File: config.mk
export PLATFORM = sky130hd
export DESIGN_NAME = vcm_af_scheduler
export DESIGN_NICKNAME = d
export VERILOG_FILES = /design/src/rtl/vcm_af_scheduler.sv
export SDC_FILE = /design/constraint.sdc
export NUM_CORES = 1
export LEC_CHECK = 0
export ABC_AREA = 1
export CAP_MARGIN = 20
export CORE_UTILIZATION = 23
export DETAILED_ROUTE_END_ITERATION = 6
export SYNTH_ARGS = -nofsm -noshare
export SYNTH_HDL_FRONTEND = slang
export SYNTH_SLANG_ARGS = --single-unit
File: constraint.sdc
create_clock -name CLK_50 -period 2.4 [get_ports CLK_50]
set_input_delay 0.72 -clock CLK_50 [delete_from_list [all_inputs] [get_ports CLK_50]]
set_output_delay 0.72 -clock CLK_50 [all_outputs]
set_load 0.01 [all_outputs]
File: src/rtl/vcm_af_scheduler.sv
// Contrast-detect autofocus sweep scheduler.
// Steps the voice-coil lens from STEP_MIN toward STEP_MAX in STEP_INC increments.
// At each position it waits SETTLE_FRAMES frames and then samples one frame's
// sharpness. When the sweep is complete it parks the lens on the sharpest step.
module vcm_af_scheduler #(
  parameter int unsigned STEP_MIN      = 0,
  parameter int unsigned STEP_MAX      = 1023,
  parameter int unsigned STEP_INC      = 64,
  parameter int unsigned SETTLE_FRAMES = 2
) (
  input  logic        CLK_50,
  input  logic        RESET_N,
  input  logic        START,
  input  logic        FRAME_VS,
  input  logic        SHARP_VALID,
  input  logic [31:0] SHARP_SUM,
  input  logic        VCM_ACK,
  output logic        VCM_REQ,
  output logic [15:0] VCM_DATA,
  output logic [9:0]  STEP,
  output logic        BUSY,
  output logic        DONE,
  output logic [9:0]  BEST_STEP,
  output logic [31:0] BEST_SHARP
);

  localparam logic [9:0]  STEP_MIN_W = 10'(STEP_MIN);
  localparam logic [10:0] STEP_MAX_X = 11'(STEP_MAX);
  localparam logic [10:0] STEP_INC_X = 11'(STEP_INC);
  localparam logic [3:0]  SETTLE_W   = 4'(SETTLE_FRAMES);

  typedef enum logic [2:0] {
    ST_IDLE, ST_WRITE, ST_SETTLE, ST_MEASURE, ST_COMPARE, ST_FINAL, ST_DONE
  } state_t;

  state_t      state;
  logic [3:0]  frame_cnt;
  logic [31:0] sharp_lat;
  logic [10:0] next_step;
  logic        better;

  // Candidate next position is formed one bit wider so an overshoot past
  // STEP_MAX is detected instead of silently wrapping to a low step.
  assign next_step = {1'b0, STEP} + STEP_INC_X;
  assign better    = sharp_lat > BEST_SHARP;

  // The DAC word is a fixed re-packing of the registered step.
  assign VCM_DATA = {2'b00, STEP, 4'b0000};

  // Sweep controller: state, handshake, frame counting and best-step tracking.
  always_ff @(posedge CLK_50 or negedge RESET_N) begin
    if (!RESET_N) begin
      state      <= ST_IDLE;
      frame_cnt  <= 4'd0;
      sharp_lat  <= 32'd0;
      VCM_REQ    <= 1'b0;
      STEP       <= 10'd0;
      BUSY       <= 1'b0;
      DONE       <= 1'b0;
      BEST_STEP  <= 10'd0;
      BEST_SHARP <= 32'd0;
    end else begin
      case (state)
        ST_IDLE, ST_DONE: begin
          if (START) begin
            STEP       <= STEP_MIN_W;
            BEST_STEP  <= STEP_MIN_W;
            BEST_SHARP <= 32'd0;
            DONE       <= 1'b0;
            BUSY       <= 1'b1;
            VCM_REQ    <= 1'b1;
            state      <= ST_WRITE;
          end
        end
        ST_WRITE: begin
          if (VCM_ACK) begin
            VCM_REQ   <= 1'b0;
            frame_cnt <= 4'd0;
            state     <= ST_SETTLE;
          end
        end
        ST_SETTLE: begin
          // Frames exposed while the lens is still moving are discarded.
          if (FRAME_VS) begin
            frame_cnt <= frame_cnt + 4'd1;
            if (frame_cnt == SETTLE_W - 4'd1) begin
              state <= ST_MEASURE;
            end
          end
        end
        ST_MEASURE: begin
          if (SHARP_VALID) begin
            sharp_lat <= SHARP_SUM;
            state     <= ST_COMPARE;
          end
        end
        ST_COMPARE: begin
          // Strict comparison: on a tie the earlier (lower) step is kept.
          if (better) begin
            BEST_SHARP <= sharp_lat;
            BEST_STEP  <= STEP;
          end
          VCM_REQ <= 1'b1;
          if (next_step <= STEP_MAX_X) begin
            STEP  <= next_step[9:0];
            state <= ST_WRITE;
          end else begin
            // BEST_STEP is updated on this same edge, so forward the winner.
            STEP  <= better ? STEP : BEST_STEP;
            state <= ST_FINAL;
          end
        end
        ST_FINAL: begin
          if (VCM_ACK) begin
            VCM_REQ <= 1'b0;
            DONE    <= 1'b1;
            BUSY    <= 1'b0;
            state   <= ST_DONE;
          end
        end
        default: begin
          state <= ST_IDLE;
        end
      endcase
    end
  end

endmodule
Word-level counts from Yosys, hierarchy flattened

Cells that the tools add are included.

Input port bits: 38
Register bits after elaboration: 94
Logic and storage cells: 68

Equal/unequal tests: 15
Order comparisons: 2
Muxes and demuxes: 26
Reductions and logical operators: 14
Add/subtract/negate cells: 2

Operators by type and width:

| cell                  | count |
|---|---|
| $mux 32               | 2 |
| $pmux 32 s2           | 1 |
| $pmux 10 s2           | 2 |
| $gt 32x32->1          | 1 |
| $mux 10               | 3 |
| $mux 3                | 7 |
| $pmux 3 s6            | 1 |
| $ne 2x2->1 const B    | 7 |
| $reduce_and 3->1      | 4 |
| $add 10x7->11 const B | 1 |
| $le 11x10->1 const B  | 1 |
| $eq 3x3->1 const B    | 3 |
| $mux 4                | 2 |
| $pmux 4 s2            | 1 |
| $eq 3x2->1 const B    | 2 |
| $reduce_and 6->1      | 1 |
| $reduce_bool 2->1     | 3 |
| $add 4x1->4 const B   | 1 |
| $eq 4x1->1 const B    | 1 |
| $mux 1                | 4 |
| $pmux 1 s2            | 2 |
| $reduce_and 2->1      | 2 |
| $reduce_or 2->1       | 2 |
| $eq 3x1->1 const B    | 1 |
| other kinds (4)       | 4 |

Longest topological paths before layout

Gate-level depths: netlist of the first run.

Depth after elaboration: 4
Mapped depth: 19
Mapped depth without buffers: 18

Least setup slack after synthesis of the first run

OpenSTA, ideal clock, no wires.

Path type: reg2reg
Start point: register BEST_SHARP[21]
End point: register BEST_SHARP[0]
Buffers on the path: 1
Stages on the path, launching flop included: 12
Data arrival time: 1.714 ns
Slack: 0.555 ns
Required time: 2.270 ns
Period minus slack after synthesis: 1.845 ns
Cell sequence: dfrtp_1 > inv_1 > ha_1 > a21oi_1 > nor2_1 > nor2_1 > nand3_1 > a21oi_2 > nand2_2 > nand3_1 > buf_1 > o21ai_1

Cells in the longest elaborated chain, start to end: 3

RTL lines:

| element                    | RTL line | text |
|---|---|---|
| from (decl)                | 24       | `output logic [31:0] BEST_SHARP` |
| from (signal assigned)     | 100      | `BEST_SHARP <= sharp_lat;` |
| $gt 32x32->1               | 45       | `assign better = sharp_lat > BEST_SHARP;` |
| $ne 2x2->1 (no line)       | -        |  |
| $reduce_and 3->1 (no line) | -        |  |

Every way passes these cells.
A chain may end at the register's enable or synchronous reset.

Worst setup path after layout of the first run

Start point: register STEP[7]
End point: output port STEP[7]

RTL lines:

| element                | RTL line | text |
|---|---|---|
| from (decl)            | 20       | `output logic [9:0] STEP,` |
| from (signal assigned) | 105      | `STEP <= next_step[9:0];` |
| from (signal assigned) | 109      | `STEP <= better ? STEP : BEST_STEP;` |

No word-level cell between the ends.

==> results of run 1 <==
cells by family after synthesis:
group	after synthesis
flops	94
compound gates	111
simple gates	214
other cells	1
buf+inv	133
xor+xnor	2
mux	5
fa+ha+maj	36
cell usage after synthesis (all sizes together):
cell type and number:
o22ai 4, mux2 4, or2 1, nand3b 1, mux2i 1, o21ai 54
nor2 51, ha 36, nand4 4, a21o 1, conb 1, buf 28
a21oi 49, nand3 34, inv 100, o21a 2, nor4 1, dfrtp 94
xor2 2, a31oi 1, nand2 117, nor3 5, clkbuf 5
flip-flops by register name, indices dropped and copies added (netlist names):
| name | flops |
|---|---|
| BEST_STEP | 10 |
| frame_cnt | 4 |
| BEST_SHARP | 32 |
| sharp_lat | 32 |
| VCM_REQ | 1 |
| DONE | 1 |
| state | 3 |
| BUSY | 1 |
| STEP | 10 |
timing repair:
action / CTS / global route
hold buffers: 0 / 0
resized for setup: 0 / 2
endpoints found under the hold margin: 0 / 0
setup endpoints to repair: 0 / 33
stage by stage:
step                setup slack (ps)  total power, mW  std cells  hold WS [ps]
finish                           249             7.28        971           332
detailed placement               112             5.88        956           473
global placement                 153             5.80        956           483
global route                    39.6             7.99        971           343
CTS                              140             7.38        971           333
floorplan                        555             4.72        601           424
power breakdown:
group	total, mW	internal [mW]	leakage [nW]	switching [mW]
logic	3.35	1.44	1.69	1.90
clock network	1.46	0.832	0.141	0.624
registers	2.48	2.10	1.17	0.385
layout make-up:
| type | count | area [um^2] |
|---|---|---|
| clock buffer | 10 | 239 |
| clock inverter | 5 | 58.8 |
| fill | 2287 | 14600 |
| inverter | 100 | 375 |
| multi-input combinational | 374 | 2030 |
| sequential | 94 | 2350 |
| tap | 275 | 344 |
| timing repair buffer | 113 | 1130 |
metal layers:
metal / vias up / share of wire [%] / GRT usage (%)
met5: - / 0 / 0
met4: 0 / 1.0 / 2.19
met3: 9 / 6.4 / 4.40
met2: 92 / 46 / 19.5
met1: 1857 / 46 / 15.0
li1: 2063 / - / -
cells in the final DEF, fill, tap and decap left out, drive strengths merged, types with 4 or more instances in the layout:
| cell | n |
|---|---|
| nand2 | 117 |
| clkdlybuf4s50 | 101 |
| inv | 101 |
| dfrtp | 94 |
| o21ai | 54 |
| nor2 | 51 |
| a21oi | 49 |
| ha | 36 |
| nand3 | 34 |
| buf | 12 |
| clkbuf | 10 |
| conb | 6 |
| nor3 | 5 |
| nand4 | 4 |
| o22ai | 4 |
| mux2 | 4 |
path summary, 6_finish.rpt:
path,from,end,slack [ps],depth (start not counted)
max in group asynchronous,RESET_N,STEP[0],1490,2
setup reg to reg,BEST_SHARP[7],BEST_SHARP[2],280,11
setup / recovery,STEP[7],STEP[7],250,1
min in group CLK_50,BUSY,BUSY,490,2
hold / removal,RESET_N,sharp_lat[9],330,1
hold reg to reg,BUSY,BUSY,490,2
==> summary.txt, run 1 <==
Run status - finished clean
Number of remaining DRC errors - 0
Sink Count - 94
Number of input and output port buffers inserted - 102
Timing-limited maximum frequency - 465 MHz
Total number of placement rows - 53
Final max-slew violation count - 0
Worst setup EP type - primary output
Global-route wire length before repair - 20400 um
Synth Instances - 596
Leakage - 3.00 nW
Final Core Density - 31.0%
Worst hold-check path type - primary input to async pin
Critical path launch point type - flip-flop
Unrepaired setup endpoints after global routing - false
Crit path largest cell delay - 600 ps
CP top delay family - buffers and inverters
CTS tree - yes
Endpoint required time on the critical path - 1680 ps
Cell type contributing the most total cell area after synthesis - sky130_fd_sc_hd__dfrtp_1
Crit path DAT - 1430 ps
Gr ovfl total - 0
Maximum ir drop on the vdd rail - 0.686 mV
Post-synthesis xor/xnor area fraction - 0.354%
Synthesized area per cell - 8.31 um^2
Post-synthesis cell type count - 34
Via count - 4021
Cell area after layout - 6530 um^2
Number of nets with antenna violations after routing - 0
Iteration count of the initial detailed-routing pass - 4
Area after detailed placement - 6220 um^2
Synthesized-area fraction occupied by and/or/nand/nor cells - 18.2%
Horizontal die dimension - 149 um
GRT Util Overall - 11.9%
Clock buffer count from CTS - 9
Crit Path Class - flip-flop to primary output
WL per Instance - 12.8 um
Multiplexer share of the synthesized area - 1.11%
Final count of negative-setup-slack endpoints - 0
Setup_tns - 0 ps
Clock period minus final worst setup slack - 2150 ps
Master cell of the clock root buffer - sky130_fd_sc_hd__clkbuf_16
Clock slew at the register clock pins of the worst setup and hold paths - 70 ps
Post-synthesis adder-cell area fraction - 9.10%
Synth warnings - 0
Number of H-tree levels - 3
Post-layout nets - 766
Final hold violation count - 0
Slowest-stage cell, CP - sky130_fd_sc_hd__clkdlybuf4s50_1
Vias in the first global route - 4016
Largest driver fanout on the critical path - 7
Die height - 149 um
Area growth, synth to finish - 31.9%
Number of antenna cells inserted - 0
Wire length after detailed routing - 12400 um
# Max-Cap Violations - 0
Global placement routability congestion - 0.791
Effective utilization at floorplan - 23.5%
Main combinational cell family by area after synthesis - simple AND/OR/NAND/NOR gates
Die outline area - 22100 um^2
Number of buffer and inverter instances along the worst setup path - 1
Top cells by area in the synthesized netlist - sky130_fd_sc_hd__dfrtp_1, sky130_fd_sc_hd__ha_1, sky130_fd_sc_hd__nand2_1, sky130_fd_sc_hd__inv_1, sky130_fd_sc_hd__a21oi_1
HPWL Detailed - 9100 um
Area of the core - 21100 um^2
Max Root-Sink Buffers - 2
Yosys reg bits - 94
Netlist area before placement - 4950 um^2
Initial antenna violation count - 0
Complex-gate fraction of the synthesized area - 11.6%
Detail-routed via count per cell - 4.14
Fraction of the cycle the final worst path needs - 89.6%
Worst Skew - 10.6 ps
CP Cell Sequence - clkdlybuf4s50_1
Synth top area share - 47.5%
Pin count of the biggest net entering global routing - 41
Number of DRC markers in iteration 0 - 144
IO Count - 109
Skew-Pair Late Insertion Delay - 350 ps
Fraction of final layout cells sized beyond drive strength 1 - 5.89%
Post CTS Setup Buffer Count - 0
Cell area power density - 1120 nW/um^2
Sequential share of the synthesized area - 47.5%
(Power assumes the default switching activity.)
==> inputs of run 2 (changes only) <==
- CORE_MARGIN: unset -> 2
==> summary.txt, run 2 (same netlist as run 1, synthesis figures left out) <==
Worst hold-check path type - primary input to async pin
Final hold violation count - 0
Clock slew at the register clock pins of the worst setup and hold paths - 70 ps
Clock buffer count from CTS - 9
Largest driver fanout on the critical path - 7
Fraction of the cycle the final worst path needs - 90.2%
Worst R2R End - BEST_SHARP[24]
Pin count of the biggest net entering global routing - 53
Area after detailed placement - 6220 um^2
GRT Util Overall - 11.4%
Leading cell type in the layout, fill and taps excluded - sky130_fd_sc_hd__nand2_1
HPWL Detailed - 9070 um
Worst setup EP type - primary output
Met2 routed wirelength - 5570 um
Maximum ir drop on the vdd rail - 0.564 mV
Hold Slack - 277 ps
Effective utilization at floorplan - 23.5%
Final count of negative-setup-slack endpoints - 0
Number of input and output port buffers inserted - 102
Wire length after detailed routing - 12400 um
Number of buffer and inverter instances along the worst setup path - 1
Number of cells in the finished layout apart from fillers - 973
Clock period minus final worst setup slack - 2170 ps
Area of the core - 21100 um^2
Number of inserted filler cells in the final layout - 2246
Crit Path Class - flip-flop to primary output
Slowest-stage cell, CP - sky130_fd_sc_hd__clkdlybuf4s50_1
Crit path largest cell delay - 590 ps
Commonest cells after routing, fill and taps aside - sky130_fd_sc_hd__nand2_1, sky130_fd_sc_hd__clkdlybuf4s50_1, sky130_fd_sc_hd__inv_1, sky130_fd_sc_hd__dfrtp_1, sky130_fd_sc_hd__nor2_1
Horizontal die dimension - 151 um
Post CTS Setup Buffer Count - 0
Count of cells along the worst register-to-register path - 13
Routed length on met1 - 5780 um
Vias in the first global route - 3885
Cts hold-fix bufs - 0
Total number of placement rows - 53
IO Count - 109
Iteration count of the initial detailed-routing pass - 6
# Max-Cap Violations - 0
Initial antenna violation count - 0
FF-to-FF setup slack - 320 ps
Top layer reached by signal wires - met4
Critical path launch point type - flip-flop
Endpoint required time on the critical path - 1680 ps
CP Cell Sequence - clkdlybuf4s50_1
Detail-routed via count per cell - 4.14
Master cell of the clock root buffer - sky130_fd_sc_hd__clkbuf_16
Via count - 4031
Area growth, synth to finish - 32.3%
Post-layout nets - 766
Max Root-Sink Buffers - 2
Die height - 151 um
Number of nets with antenna violations after routing - 0
Fraction of final layout cells sized beyond drive strength 1 - 5.88%
CTS tree - yes
Unrepaired setup endpoints after global routing - false
Final Core Density - 31.1%
Number of DRC markers in iteration 0 - 146
Die outline area - 22700 um^2
Number of H-tree levels - 3
Setup_tns - 0 ps
Sink Count - 94
Worst R2R Start - BEST_SHARP[23]
Crit path DAT - 1450 ps
Worst Skew - 12.1 ps
Timing-limited maximum frequency - 462 MHz
Placed cells - 956
Amount of wire on met3 after detailed routing - 913 um
Skew-Pair Late Insertion Delay - 350 ps
Worst path setup slack after routing - 234 ps
Cell area after layout - 6550 um^2
Pre-CTS setup slack - 119 ps
Leakage - 3.02 nW
Run status - finished clean
Number of remaining DRC errors - 0
Cell area power density - 1130 nW/um^2
Final max-slew violation count - 0
Total power - 7.37 mW
Leading registers by flop count - BEST_SHARP: 32 flops, sharp_lat: 32 flops
CP top delay family - buffers and inverters
Gr ovfl total - 0
Global placement routability congestion - 0.784
WL per Instance - 12.7 um
Global-route wire length before repair - 19800 um
-- run 2: cell types whose count changed in the layout (fill, tap and decap cells not counted) --
cell	change
sky130_fd_sc_hd__buf_4	+1
sky130_fd_sc_hd__buf_6	-1
sky130_fd_sc_hd__bufinv_16	+1
sky130_fd_sc_hd__clkbuf_1	+1
sky130_fd_sc_hd__clkbuf_8	-1
sky130_fd_sc_hd__clkinvlp_4	-2
sky130_fd_sc_hd__diode_2	+1
sky130_fd_sc_hd__inv_6	+2
-- run 2: power breakdown --
group	total [mW]	internal, mW	switching [mW]
combinational	3.33	1.44	1.89
sequential	2.48	2.10	0.380
clock	1.57	0.923	0.645
-- run 2: cell type report --
cell class | count | area, um^2 | area share (%)
inverters | 100 | 375 | 5.73
well taps | 275 | 344 | 5.25
clock buffers | 10 | 229 | 3.50
flip-flops and latches | 94 | 2350 | 35.9
clock inverters | 6 | 91.3 | 1.39
repair buffers | 113 | 1130 | 17.2
diodes | 1 | 2.50 | 0.0382
multi-input cells | 374 | 2030 | 31.0
-- run 2: timing repair --
item                                    4_1_cts  5_1_grt
endpoints found under the hold margin         0        0
resized for setup                             0        1
endpoints found under the setup margin        0       22
-- run 2: worst max path at each step --
stage | depth (start not counted) | startpoint | slack, ps | to
2_1_floorplan | 11 | BEST_SHARP[21] | 560 | BEST_SHARP[0]
3_3_place_gp | 6 | START | 150 | BEST_SHARP[25]
3_5_place_dp | 6 | START | 120 | BEST_SHARP[23]
4_1_cts | 13 | BEST_SHARP[15] | 160 | BEST_SHARP[17]
5_1_grt | 13 | BEST_SHARP[15] | 70 | BEST_SHARP[14]
6_report | 1 | STEP[7] | 230 | VCM_DATA[11]
-- run 2: per-layer routing --
metal | track usage (%) | vias to the layer above
met5 | 0 | -
met3 | 4.18 | 9
met1 | 14.7 | 1858
li1 | - | 2069
met4 | 2.57 | 0
met2 | 18.1 | 95
==> inputs of run 3 (changes only) <==
- RECOVER_POWER: unset -> 100
==> summary.txt, run 3 (same netlist as run 1, synthesis figures left out) <==
Skew-Pair Late Insertion Delay - 350 ps
Leading cell type in the layout, fill and taps excluded - sky130_fd_sc_hd__nand2_1
Final count of negative-setup-slack endpoints - 0
Switching Power - 2.88 mW
Run status - finished, violations left
Total power - 7.23 mW
Cell-internal power - 4.36 mW
Cell area power density - 1110 nW/um^2
Number of nets with antenna violations after routing - 0
# Max-Cap Violations - 1
HPWL Detailed - 9070 um
Sink Count - 94
Power share of the clock group - 21.7%
Die height - 151 um
Worst R2R Start - BEST_SHARP[23]
Global placement routability congestion - 0.784
Setup_tns - 0 ps
Number of input and output port buffers inserted - 102
GRT Util Overall - 11.4%
Post-layout nets - 766
Timing-limited maximum frequency - 452 MHz
Number of DRC markers in iteration 0 - 156
Wire length after detailed routing - 12300 um
Max Root-Sink Buffers - 2
Clock buffer count from CTS - 9
Worst hold-check path type - flip-flop to flip-flop
Crit path DAT - 1490 ps
Via count - 4037
Detail-routed via count per cell - 4.15
Fraction of the cycle the final worst path needs - 92.1%
Die outline area - 22700 um^2
Min-Delay Startpoint - BUSY
Sw frac - 39.8%
Horizontal die dimension - 151 um
Master cell of the clock root buffer - sky130_fd_sc_hd__clkbuf_16
WL per Instance - 12.7 um
Effective utilization at floorplan - 23.5%
Worst Skew - 12.1 ps
Placed cells - 956
Worst slew pin tran - 1520 ps
Area growth, synth to finish - 31.8%
Critical path launch point type - flip-flop
Endpoint required time on the critical path - 1680 ps
Worst setup EP type - primary output
Fraction of final layout cells sized beyond drive strength 1 - 4.88%
Max-slew headroom at the worst pin - -1.01%
Clock slew at the register clock pins of the worst setup and hold paths - 70 ps
Global-route wire length before repair - 19800 um
Violated checks - capacitance limit, slew limit
CTS tree - yes
Number of cells in the finished layout apart from fillers - 973
Hold Slack - 476 ps
Cts repair resizes - 0
Commonest cells after routing, fill and taps aside - sky130_fd_sc_hd__nand2_1, sky130_fd_sc_hd__inv_1, sky130_fd_sc_hd__dfrtp_1, sky130_fd_sc_hd__dlygate4sd3_1
Gr ovfl total - 0
Unrepaired setup endpoints after global routing - false
Clock period minus final worst setup slack - 2210 ps
Total number of placement rows - 53
Cell area after layout - 6530 um^2
Largest driver fanout on the critical path - 7
IO Count - 109
Leakage - 3.18 nW
Final max-slew violation count - 25
Area after detailed placement - 6220 um^2
Final hold violation count - 0
Origin of the worst setup path - STEP[6]
Area of the core - 21100 um^2
Portion of total power attributed to sequential cells - 34.1%
Cts hold-fix bufs - 0
Vias in the first global route - 3885
Number of remaining DRC errors - 0
Number of H-tree levels - 3
Iteration count of the initial detailed-routing pass - 4
Initial antenna violation count - 0
Leading registers by flop count - BEST_SHARP: 32 flops, sharp_lat: 32 flops
Crit Path Class - flip-flop to primary output
Maximum ir drop on the vdd rail - 0.537 mV
Comb pwr share - 44.2%
Post CTS Setup Buffer Count - 0
Pin count of the biggest net entering global routing - 53
## run 3: worst paths after layout
| kind | endpoint | slack (ps) | cells past startpoint |
|---|---|---|---|
| min reg2reg | BUSY | 480 | 2 |
| min | BUSY | 480 | 2 |
| max in group asynchronous | BEST_SHARP[6] | 530 | 2 |
| max reg2reg | BEST_SHARP[18] | 300 | 13 |
| min in group asynchronous | BEST_SHARP[9] | 730 | 1 |
| max | VCM_DATA[10] | 190 | 2 |
## run 3: power groups by stage
| stage | Combinational, mW | Sequential [mW] | Clock, mW |
|---|---|---|---|
| after global routing | 3.74 | 2.54 | 1.68 |
| after CTS | 3.38 | 2.48 | 1.62 |
| after detailed placement | 3.36 | 2.51 | 0 |
| final | 3.20 | 2.47 | 1.57 |
| after floorplan | 2.21 | 2.52 | 0 |
| after global placement | 3.31 | 2.50 | 0 |
## run 3: metal layers
metal	vias up	part of all wire (%)	GRT usage [%]
li1	2070	-	-
met2	96	45	18.1
met5	-	0	0
met1	1862	47	14.7
met4	0	0.68	2.57
met3	9	7.3	4.18
## run 3: layout make-up
| class | count | area (um^2) |
|---|---|---|
| diodes | 1 | 2.50 |
| clock buffers | 10 | 229 |
| clock inverters | 6 | 91.3 |
| fillers | 2251 | 14600 |
| inverters | 100 | 375 |
| multi-input cells | 374 | 2020 |
| flip-flops and latches | 94 | 2350 |
| well taps | 275 | 344 |
| repair buffers | 113 | 1110 |
## run 3: worst max-delay path: stages, from the launching register on
cell and delay [ps]:
sky130_fd_sc_hd__dfrtp_1 380, sky130_fd_sc_hd__buf_4 170, sky130_fd_sc_hd__dlygate4sd3_1 600
## run 3: stage by stage
step | utilization, % | setup WS [ps]
3_3_place_gp | 29.5 | 149
4_1_cts | 31.0 | 157
6_report | 31.0 | 189
3_5_place_dp | 29.5 | 119
5_1_grt | 30.9 | 52.5
2_1_floorplan | - | 555
